$ cat config.mk
export PLATFORM = sky130hd
export DESIGN_NAME = addsub_iter_flat
export DESIGN_NICKNAME = d
export VERILOG_FILES = /design/src/rtl/addsub_iter_if.sv /design/src/rtl/addsub_iter.sv /design/src/flat_wrapper.sv
export SDC_FILE = /design/constraint.sdc
export NUM_CORES = 1
export LEC_CHECK = 0
export ABC_AREA = 1
export BUFFER_PORTS_ARGS = -buffer_cell sky130_fd_sc_hd__buf_4
export CORE_MARGIN = 2
export CORE_UTILIZATION = 52
export CTS_BUF_LIST = sky130_fd_sc_hd__clkbuf_4 sky130_fd_sc_hd__clkbuf_8
export CTS_CLUSTER_DIAMETER = 120
export DETAILED_ROUTE_END_ITERATION = 8
export PLACE_DENSITY_LB_ADDON = 0.3
export SKIP_CTS_REPAIR_TIMING = 1
export SYNTH_ARGS = -nofsm -noshare
export SYNTH_HDL_FRONTEND = slang
export SYNTH_SLANG_ARGS = --single-unit
$ cat constraint.sdc
create_clock -name clk -period 1.8 [get_ports clk]
set_input_delay 0.18 -clock clk [delete_from_list [all_inputs] [get_ports clk]]
set_output_delay 0.18 -clock clk [all_outputs]
set_load 0.01 [all_outputs]
$ cat src/rtl/addsub_iter_if.sv
// Request/response bundle for the iterative adder/subtractor.
// The requester drives operands and out_ready; the engine drives the rest.
interface addsub_iter_if #(
  parameter int WIDTH = 32
);
  logic             in_valid;
  logic             in_ready;
  logic [1:0]       op;
  logic [WIDTH-1:0] a;
  logic [WIDTH-1:0] b;
  logic             cin;
  logic             out_valid;
  logic             out_ready;
  logic [WIDTH-1:0] result;
  logic             carry;
  logic             overflow;
  logic             sign;
  logic             zero;

  modport master (
    output in_valid, op, a, b, cin, out_ready,
    input  in_ready, out_valid, result,
    input  carry, overflow, sign, zero
  );

  modport slave (
    input  in_valid, op, a, b, cin, out_ready,
    output in_ready, out_valid, result,
    output carry, overflow, sign, zero
  );
endinterface

$ cat src/rtl/addsub_iter.sv
// Multi-cycle add/sub, CHUNK bits per clock, LSB chunk first.
// Subtract runs as a + ~b + c0; flags register on the final chunk.
module addsub_iter #(
  parameter int WIDTH = 32,
  parameter int CHUNK = 8
) (
  input  logic         clk,
  input  logic         rst_n,
  addsub_iter_if.slave bus
);
  localparam int STEPS = WIDTH / CHUNK;
  localparam int CW    = (STEPS > 1) ? $clog2(STEPS) : 1;
  localparam logic [CW-1:0] LAST = CW'(STEPS - 1);

  typedef enum logic [1:0] {
    IDLE,
    RUN,
    DONE
  } state_t;

  state_t           state_q, state_d;
  logic [WIDTH-1:0] a_q, a_d;
  logic [WIDTH-1:0] b_q, b_d;
  logic [WIDTH-1:0] acc_q, acc_d;
  logic [WIDTH-1:0] res_q, res_d;
  logic [CW-1:0]    cnt_q, cnt_d;
  logic             c_q, c_d;
  logic             sub_q, sub_d;
  logic             zacc_q, zacc_d;
  logic             carry_q, carry_d;
  logic             ovf_q, ovf_d;
  logic             sign_q, sign_d;
  logic             zero_q, zero_d;

  logic [CHUNK-1:0] a_i, b_i, r_i;
  logic             c_nx;
  logic             c_msb;

  assign a_i = a_q[CHUNK-1:0];
  assign b_i = b_q[CHUNK-1:0];
  assign {c_nx, r_i} = {1'b0, a_i} + {1'b0, b_i}
                     + {{CHUNK{1'b0}}, c_q};
  // Carry into the top bit recovered from its sum bit.
  assign c_msb = a_i[CHUNK-1] ^ b_i[CHUNK-1] ^ r_i[CHUNK-1];

  assign bus.in_ready  = (state_q == IDLE);
  assign bus.out_valid = (state_q == DONE);
  assign bus.result    = res_q;
  assign bus.carry     = carry_q;
  assign bus.overflow  = ovf_q;
  assign bus.sign      = sign_q;
  assign bus.zero      = zero_q;

  // FSM state register.
  always_ff @(posedge clk or negedge rst_n) begin
    if (!rst_n) state_q <= IDLE;
    else        state_q <= state_d;
  end

  // Next state plus chunk datapath.
  always_comb begin
    state_d = state_q;
    a_d     = a_q;
    b_d     = b_q;
    acc_d   = acc_q;
    res_d   = res_q;
    cnt_d   = cnt_q;
    c_d     = c_q;
    sub_d   = sub_q;
    zacc_d  = zacc_q;
    carry_d = carry_q;
    ovf_d   = ovf_q;
    sign_d  = sign_q;
    zero_d  = zero_q;
    unique case (state_q)
      IDLE: begin
        if (bus.in_valid) begin
          a_d     = bus.a;
          b_d     = bus.op[0] ? ~bus.b : bus.b;
          sub_d   = bus.op[0];
          c_d     = bus.op[1] ? (bus.cin ^ bus.op[0])
                              : bus.op[0];
          cnt_d   = '0;
          zacc_d  = 1'b1;
          state_d = RUN;
        end
      end
      RUN: begin
        a_d    = a_q >> CHUNK;
        b_d    = b_q >> CHUNK;
        acc_d  = (acc_q >> CHUNK)
               | (WIDTH'(r_i) << (WIDTH - CHUNK));
        c_d    = c_nx;
        zacc_d = zacc_q & (r_i == '0);
        cnt_d  = cnt_q + CW'(1);
        if (cnt_q == LAST) begin
          res_d   = acc_d;
          carry_d = c_nx ^ sub_q;
          ovf_d   = c_msb ^ c_nx;
          sign_d  = acc_d[WIDTH-1];
          zero_d  = zacc_d;
          state_d = DONE;
        end
      end
      DONE: begin
        if (bus.out_ready) state_d = IDLE;
      end
      default: state_d = IDLE;
    endcase
  end

  // Datapath and flag registers.
  always_ff @(posedge clk or negedge rst_n) begin
    if (!rst_n) begin
      a_q     <= '0;
      b_q     <= '0;
      acc_q   <= '0;
      res_q   <= '0;
      cnt_q   <= '0;
      c_q     <= 1'b0;
      sub_q   <= 1'b0;
      zacc_q  <= 1'b0;
      carry_q <= 1'b0;
      ovf_q   <= 1'b0;
      sign_q  <= 1'b0;
      zero_q  <= 1'b0;
    end else begin
      a_q     <= a_d;
      b_q     <= b_d;
      acc_q   <= acc_d;
      res_q   <= res_d;
      cnt_q   <= cnt_d;
      c_q     <= c_d;
      sub_q   <= sub_d;
      zacc_q  <= zacc_d;
      carry_q <= carry_d;
      ovf_q   <= ovf_d;
      sign_q  <= sign_d;
      zero_q  <= zero_d;
    end
  end
endmodule

$ cat src/flat_wrapper.sv
// flat-port wrapper written by rule: the top's interface ports become plain ports
module addsub_iter_flat 
#(
  parameter int WIDTH = 32,
  parameter int CHUNK = 8
)
  (clk, rst_n, bus_in_valid, bus_op, bus_a, bus_b, bus_cin, bus_out_ready, bus_in_ready, bus_out_valid, bus_result, bus_carry, bus_overflow, bus_sign, bus_zero);
  addsub_iter_if #(.WIDTH(WIDTH)) bus_i ();
  input  logic clk;
  input  logic rst_n;
  input wire logic [$bits(bus_i.in_valid)-1:0] bus_in_valid;
  input wire logic [$bits(bus_i.op)-1:0] bus_op;
  input wire logic [$bits(bus_i.a)-1:0] bus_a;
  input wire logic [$bits(bus_i.b)-1:0] bus_b;
  input wire logic [$bits(bus_i.cin)-1:0] bus_cin;
  input wire logic [$bits(bus_i.out_ready)-1:0] bus_out_ready;
  output wire logic [$bits(bus_i.in_ready)-1:0] bus_in_ready;
  output wire logic [$bits(bus_i.out_valid)-1:0] bus_out_valid;
  output wire logic [$bits(bus_i.result)-1:0] bus_result;
  output wire logic [$bits(bus_i.carry)-1:0] bus_carry;
  output wire logic [$bits(bus_i.overflow)-1:0] bus_overflow;
  output wire logic [$bits(bus_i.sign)-1:0] bus_sign;
  output wire logic [$bits(bus_i.zero)-1:0] bus_zero;
  assign bus_i.in_valid = bus_in_valid;
  assign bus_i.op = bus_op;
  assign bus_i.a = bus_a;
  assign bus_i.b = bus_b;
  assign bus_i.cin = bus_cin;
  assign bus_i.out_ready = bus_out_ready;
  assign bus_in_ready = bus_i.in_ready;
  assign bus_out_valid = bus_i.out_valid;
  assign bus_result = bus_i.result;
  assign bus_carry = bus_i.carry;
  assign bus_overflow = bus_i.overflow;
  assign bus_sign = bus_i.sign;
  assign bus_zero = bus_i.zero;
  addsub_iter #(.WIDTH(WIDTH), .CHUNK(CHUNK)) u_core (.clk(clk), .rst_n(rst_n), .bus(bus_i));
endmodule
# After elaboration in Yosys (flattened, before gate mapping)
# Cells that the tools add are included.
[word_totals]
regBits = 139
latchBits = 0
mem_bits_rw = 0
romBits = 0
inputBits = 71
out_inout_bits = 38
elab_cells = 53
memories = 0
[classes]
n_addsub = 3
n_mul = 0
div = 0
order_cmp = 0
n_eq_ne = 6
shift = 0
mux = 16
bitwise = 8
reduce_logical = 7
[ops]
columns = ["op", "n"]
rows = [
  ["case mux 32 bit (2 select lines)", 2],
  ["2-to-1 mux 32 bit", 3],
  ["NOT 32 bit", 1],
  ["bitwise OR 24 x 32 -> 32 bit", 1],
  ["adder 8 x 8 -> 9 bit", 1],
  ["adder 9 x 1 -> 9 bit", 1],
  ["logical NOT 8 bit", 1],
  ["2-to-1 mux 2 bit", 4],
  ["case mux 2 bit (3 select lines)", 1],
  ["AND reduction 2 bit", 3],
  ["bitwise XOR 1 bit", 5],
  ["== test 2 bit, second input constant", 2],
  ["inequality test 2 bit, second input constant", 2],
  ["case mux 1 bit (2 select lines)", 2],
  ["case mux 2 bit (2 select lines)", 1],
  ["2-to-1 mux 1 bit", 3],
  ["AND reduction 3 bit", 1],
  ["adder 2 x 1 -> 2 bit, second input constant", 1],
  ["== test 2 x 1 -> 1 bit, second input constant", 1],
  ["logical NOT 2 bit", 1],
  ["inequality test 2 x 1 -> 1 bit, second input constant", 1],
  ["nonzero test 2 bit", 1],
  ["AND 1 bit", 1],
]

# Depth between registers and ports, before layout
[logic_depth]
word_depth = 5
depth_mapped = 12
depth_no_buf = 12

# Worst setup path after synthesis
# Ideal clock, no wire load.
[synth_timing]
kind = "reg2reg"
from = "register u_core.c_q"
to = "register u_core.carry_q, in the netlist u_core.bus.carry"
setup_time_ns = 0.118
t_arrival_ns = 1.723
t_required_ns = 1.682
slack_ns = -0.041
stages_incl_launch_ff = 12
n_path_buf = 0
period_less_slack_ns = 1.841
path_cell_list = "dfrtp_1 fa_1 inv_1 fa_1 inv_1 nand3_1 nand2_1 a21oi_1 inv_1 nor2_1 nand3b_1 nand2_1"
[synth_between]
elab_chain_len = 2
[synth_lines]
columns = ["element", "line_no", "rtl"]
rows = [
  ["start: declaration", "addsub_iter.sv:27", "logic c_q, c_d;"],
  ["start signal: assignment", "addsub_iter.sv:120", "c_q <= 1'b0;"],
  ["start signal: assignment", "addsub_iter.sv:133", "c_q <= c_d;"],
  ["adder 9 x 1 -> 9 bit", "addsub_iter.sv:42", "+ {{CHUNK{1'b0}}, c_q};"],
  ["bitwise XOR 1 bit", "addsub_iter.sv:98", "carry_d = c_nx ^ sub_q;"],
  ["end signal: assignment", "addsub_iter.sv:136", "carry_q <= carry_d;"],
  ["end: declaration", "addsub_iter.sv:30", "logic carry_q, carry_d;"],
]
# No other way between the ends.
# A chain may end at the register's enable or synchronous reset.

# Worst setup path after layout
[layout_timing]
from = "register u_core.a_q[0]"
to = "register u_core.zero_q, in the netlist u_core.bus.zero"
[layout_between]
elab_chain_len = 4
[layout_lines]
columns = ["element", "line_no", "rtl"]
rows = [
  ["start: declaration", "addsub_iter.sv:22", "logic [WIDTH-1:0] a_q, a_d;"],
  ["start signal: assignment", "addsub_iter.sv:115", "a_q <= '0;"],
  ["start signal: assignment", "addsub_iter.sv:128", "a_q <= a_d;"],
  ["adder 8 x 8 -> 9 bit", "addsub_iter.sv:41", "assign {c_nx, r_i} = {1'b0, a_i} + {1'b0, b_i}"],
  ["adder 9 x 1 -> 9 bit", "addsub_iter.sv:42", ""],
  ["logical NOT 8 bit", "addsub_iter.sv:94", "zacc_d = zacc_q & (r_i == '0);"],
  ["AND 1 bit", "addsub_iter.sv:94", ""],
  ["end signal: assignment", "addsub_iter.sv:139", "zero_q <= zero_d;"],
  ["end: declaration", "addsub_iter.sv:33", "logic zero_q, zero_d;"],
]
# No other way between the ends.

==> metrics.md <==
| Metric | Value |
|---|---|
| Slew margin rel. | 69.0% |
| R2R setup slack | -0.12 ns |
| Fraction of layout cells with a size suffix above 1 | a little over a quarter |
| Clk Latency, worst-skew pair | roughly 0.44 ns |
| Critical Path Stages | 12 |
| I/O Buffers | 108 |
| Fillers | 885 |
| Final Instance Area | 0.00759 sq mm |
| Area Overhead vs Synth | 27.3% |
| Worst VDD drop | approximately 1.1 mV |
| # DRC | 0 |
| Switching pwr | between 6 and 7 mW |
| Final slew viol count | 0 |
| Min-delay src | bus_a[31] |
| Fin Setup TNS | -0.525 ns |
| Vias | around 4900 |
| FMAX | 520 MHz |
| Vias in the first global route | between 4000 and 5000 |
| PwrDens | 2000 mW/mm^2 |
| LEAKAGE | 3.63 nW |
| Predominant post-synthesis flop cell | dfrtp_1 |
| Total power draw | between 15 and 20 mW |
| R2R Path End | u_core.bus.zero$_DFFE_PN0P_ |
| Top Ports | 109 |
| CP top delay family | adder cells |
| Finished Core Util | between 60 and 70% |
| Mean routed wirelength per cell | 14.2 um |
| Worst setup endpoint | u_core.bus.zero$_DFFE_PN0P_ |
| Syn_nets | ~730 |
| Die footprint | 0.0123 sq mm |
| Clock Skews | 0.0126 ns |
| Final Non-Filler Cells | 922 |
| Multi-input logic area | 0.00238 sq mm |
| Global-route wire length before repair | 22.0 mm |
| CP Capture Type | flop |
| Post-synth EDFFs | 0 |
| Initial Utilization | 52.7% |
| Pre-CTS setup slack | -0.120 ns |
| Async S/R FF share, synth | 100% |
| Period utilisation layout | 107% |
| Crit path launch | u_core.a_q[0]$_DFFE_PN0P_ |
| Tot GR Track Use | ~22% |
| Top cell by count, worst path | nand2_2 |
| DR pass1 iterations | 5 |
| Core Region | 0.0113 sq mm |
| # clock sinks | between 100 and 150 |
| Final min period | a little under 2 ns |
| Register area share after synthesis | 54.5% |
| Sequential Power Share | 33.1% |
| Mapped Avg Cell Area | roughly 9.2 sq um |
| Placer congestion estimate | 0.854 |
| Most frequent cells in the layout | nand2_1 (170), dfrtp_1 (130), buf_4 (121) |
| Most common cell after layout, fill and taps aside | nand2_1 |
| Crit path max fanout | 3 |
| Root Buffer | clkbuf_8 |
| Sw Share | 42.1% |
| Number of diodes | 0 |
| Post-Synthesis Cells | around 650 |
| Post-Place Cell Area | 0.00704 sq mm |
| Slowest CP cell | dfrtp_1 |
| Buffers and inverters on the worst path | 2 |
| Worst EP required | 2.16 ns |
| Worst Setup Start Kind | flop |
| Crit Path Category | reg -> reg |
| Max stage delay on crit path | between 0.3 and 0.4 ns |
| Synth cell types | 31 |
| Post-DP HPWL | 8.88 mm |
| Yosys reg bits | 130 |
| Cell area after synthesis | 0.00597 sq mm |
| Placed Cells incl. Taps | 881 |
| Clk pwr share | 15.0% |
| Pin count of the biggest net entering global routing | 77 |
| Hold WS | -0.00625 ns |
| Worst Hold Class | in -> reg |
| Outcome | complete, but fails checks |
| Final antenna-violating net count | 0 |
| Max-cap viol count | 0 |
| CP arrival | roughly 2.3 ns |
| Final Hold Viols | 1 |
| RSZ-0062 raised after global routing | true |
| DRT iter0 DRCs | 317 |
| Internal power | 8.77 mW |
| Die height | 111 um |
| Nets | 848 |
| Setup violators final | 5 |
| RR Startpoint | u_core.a_q[0]$_DFFE_PN0P_ |
| Overflow after GRT | 0 |
| Htree depth | 4 |
| CTS Buffer Depth | 2 |
| YS warnings | 0 |
| Clk slew on worst S/H paths | 0.07 ns |
| Inserted Clock Buffers | 17 |
| Worst R2R Path Depth | 12 |
| Combinational power share | 51.9% |
| FP Rows | 39 |
| Initial antenna violation count | 0 |
| Die width | 111 um |
| Drt total wl | 13.1 mm |
| CTS tree | done |
| Worst Tran Pin Value | 0.466 ns |
| Storage element area | around 0.0033 sq mm |
| Crit path cell chain | fa_2 > inv_2 > fa_2 > inv_4 > nand2_2 > nand2_2 > nand3_2 > nand2_2 > nand3_2 > nor2_1 > nand3_1 > a21oi_1 |
| Vias per cell | 5.27 |
| Failing checks | negative hold slack, negative setup slack |
| Final worst slack | -0.123 ns |
layout make-up:
type / instances / share of cell area, %
Sequential cell: 130 / 42.8
Timing Repair Buffer: 140 / 15.5
Clock buffer: 18 / 3.26
Tap cell: 143 / 2.36
Inverter: 65 / 3.25
Clock inverter: 13 / 1.52
Multi-Input combinational cell: 413 / 31.3
flip-flops by register name, indices dropped and copies added, names as in the netlist:
| name | count |
|---|---|
| u_core.acc_q | 24 |
| u_core.c_q | 1 |
| u_core.zacc_q | 1 |
| u_core.bus.result | 31 |
| u_core.bus.overflow | 1 |
| u_core.bus.carry | 1 |
| u_core.bus.zero | 1 |
| u_core.b_q | 32 |
| u_core.state_q | 2 |
| u_core.bus.sign | 1 |
| u_core.a_q | 32 |
| u_core.sub_q | 1 |
| u_core.cnt_q | 2 |
routing by layer:
metal	vias to the layer above	part of all wire [%]	GRT usage [%]
li1	2359	-	-
met1	2346	44	30.5
met2	137	50	35.0
met3	19	4.9	4.26
met4	0	1.9	8.64
met5	-	0	0
worst min-delay path: cells and delay by family:
family	cells	cell delay, ns
buf+inv	1	0.08
simple gates	1	0.06
compound gates	1	0.07
cells by family (layout without fill, tap and decap cells):
kind of cell | after synthesis | in the layout | share of synthesized area (%)
fa+ha+maj | 10 | 10 | 2.35
buf+inv | 104 | 236 | 7.11
flops | 130 | 130 | 54.5
simple gates | 243 | 243 | 16.8
xor+xnor | 33 | 33 | 4.84
compound gates | 127 | 127 | 14.4
Yosys cell counts (5+ instances only):
| master | n | share of area (%) |
|---|---|---|
| a21oi_1 | 15 | 1.3 |
| a221oi_1 | 6 | 0.88 |
| a221oi_2 | 11 | 2.8 |
| buf_2 | 12 | 1.0 |
| clkbuf_1 | 21 | 1.3 |
| dfrtp_1 | 130 | 55 |
| ha_1 | 8 | 1.7 |
| inv_1 | 60 | 3.8 |
| inv_2 | 5 | 0.31 |
| nand2_1 | 178 | 11 |
| nand3_1 | 23 | 1.9 |
| nor2_1 | 11 | 0.69 |
| nor3_1 | 24 | 2.0 |
| o211ai_1 | 22 | 2.8 |
| o21a_1 | 7 | 0.88 |
| o21ai_0 | 7 | 0.59 |
| o21ai_1 | 53 | 4.4 |
| xnor2_1 | 33 | 4.8 |
power by group through the flow:
stage	Clock (mW)	Sequential, mW	Combinational (mW)
finish	2.27	5.02	7.87
global route	2.45	5.19	8.78
CTS	2.31	5.02	7.32
detailed placement	0	5.07	7.29
global placement	0	5.02	7.07
floorplan	0	5.06	4.79
worst min path at each step:
stage	endpoint	slack, ns	cells past startpoint
finish	u_core.a_q[31]$_DFFE_PN0P_	-0.006	3
floorplan	u_core.a_q[0]$_DFFE_PN0P_	-0.12	0
global route	u_core.b_q[24]$_DFFE_PN0P_	0.004	3
global placement	u_core.bus.result[5]$_DFFE_PN0P_	0.15	1
CTS	u_core.bus.result[5]$_DFFE_PN0P_	-0.33	1
detailed placement	u_core.bus.result[5]$_DFFE_PN0P_	0.15	1
No activity file was read; power rests on OpenSTA's default activity.
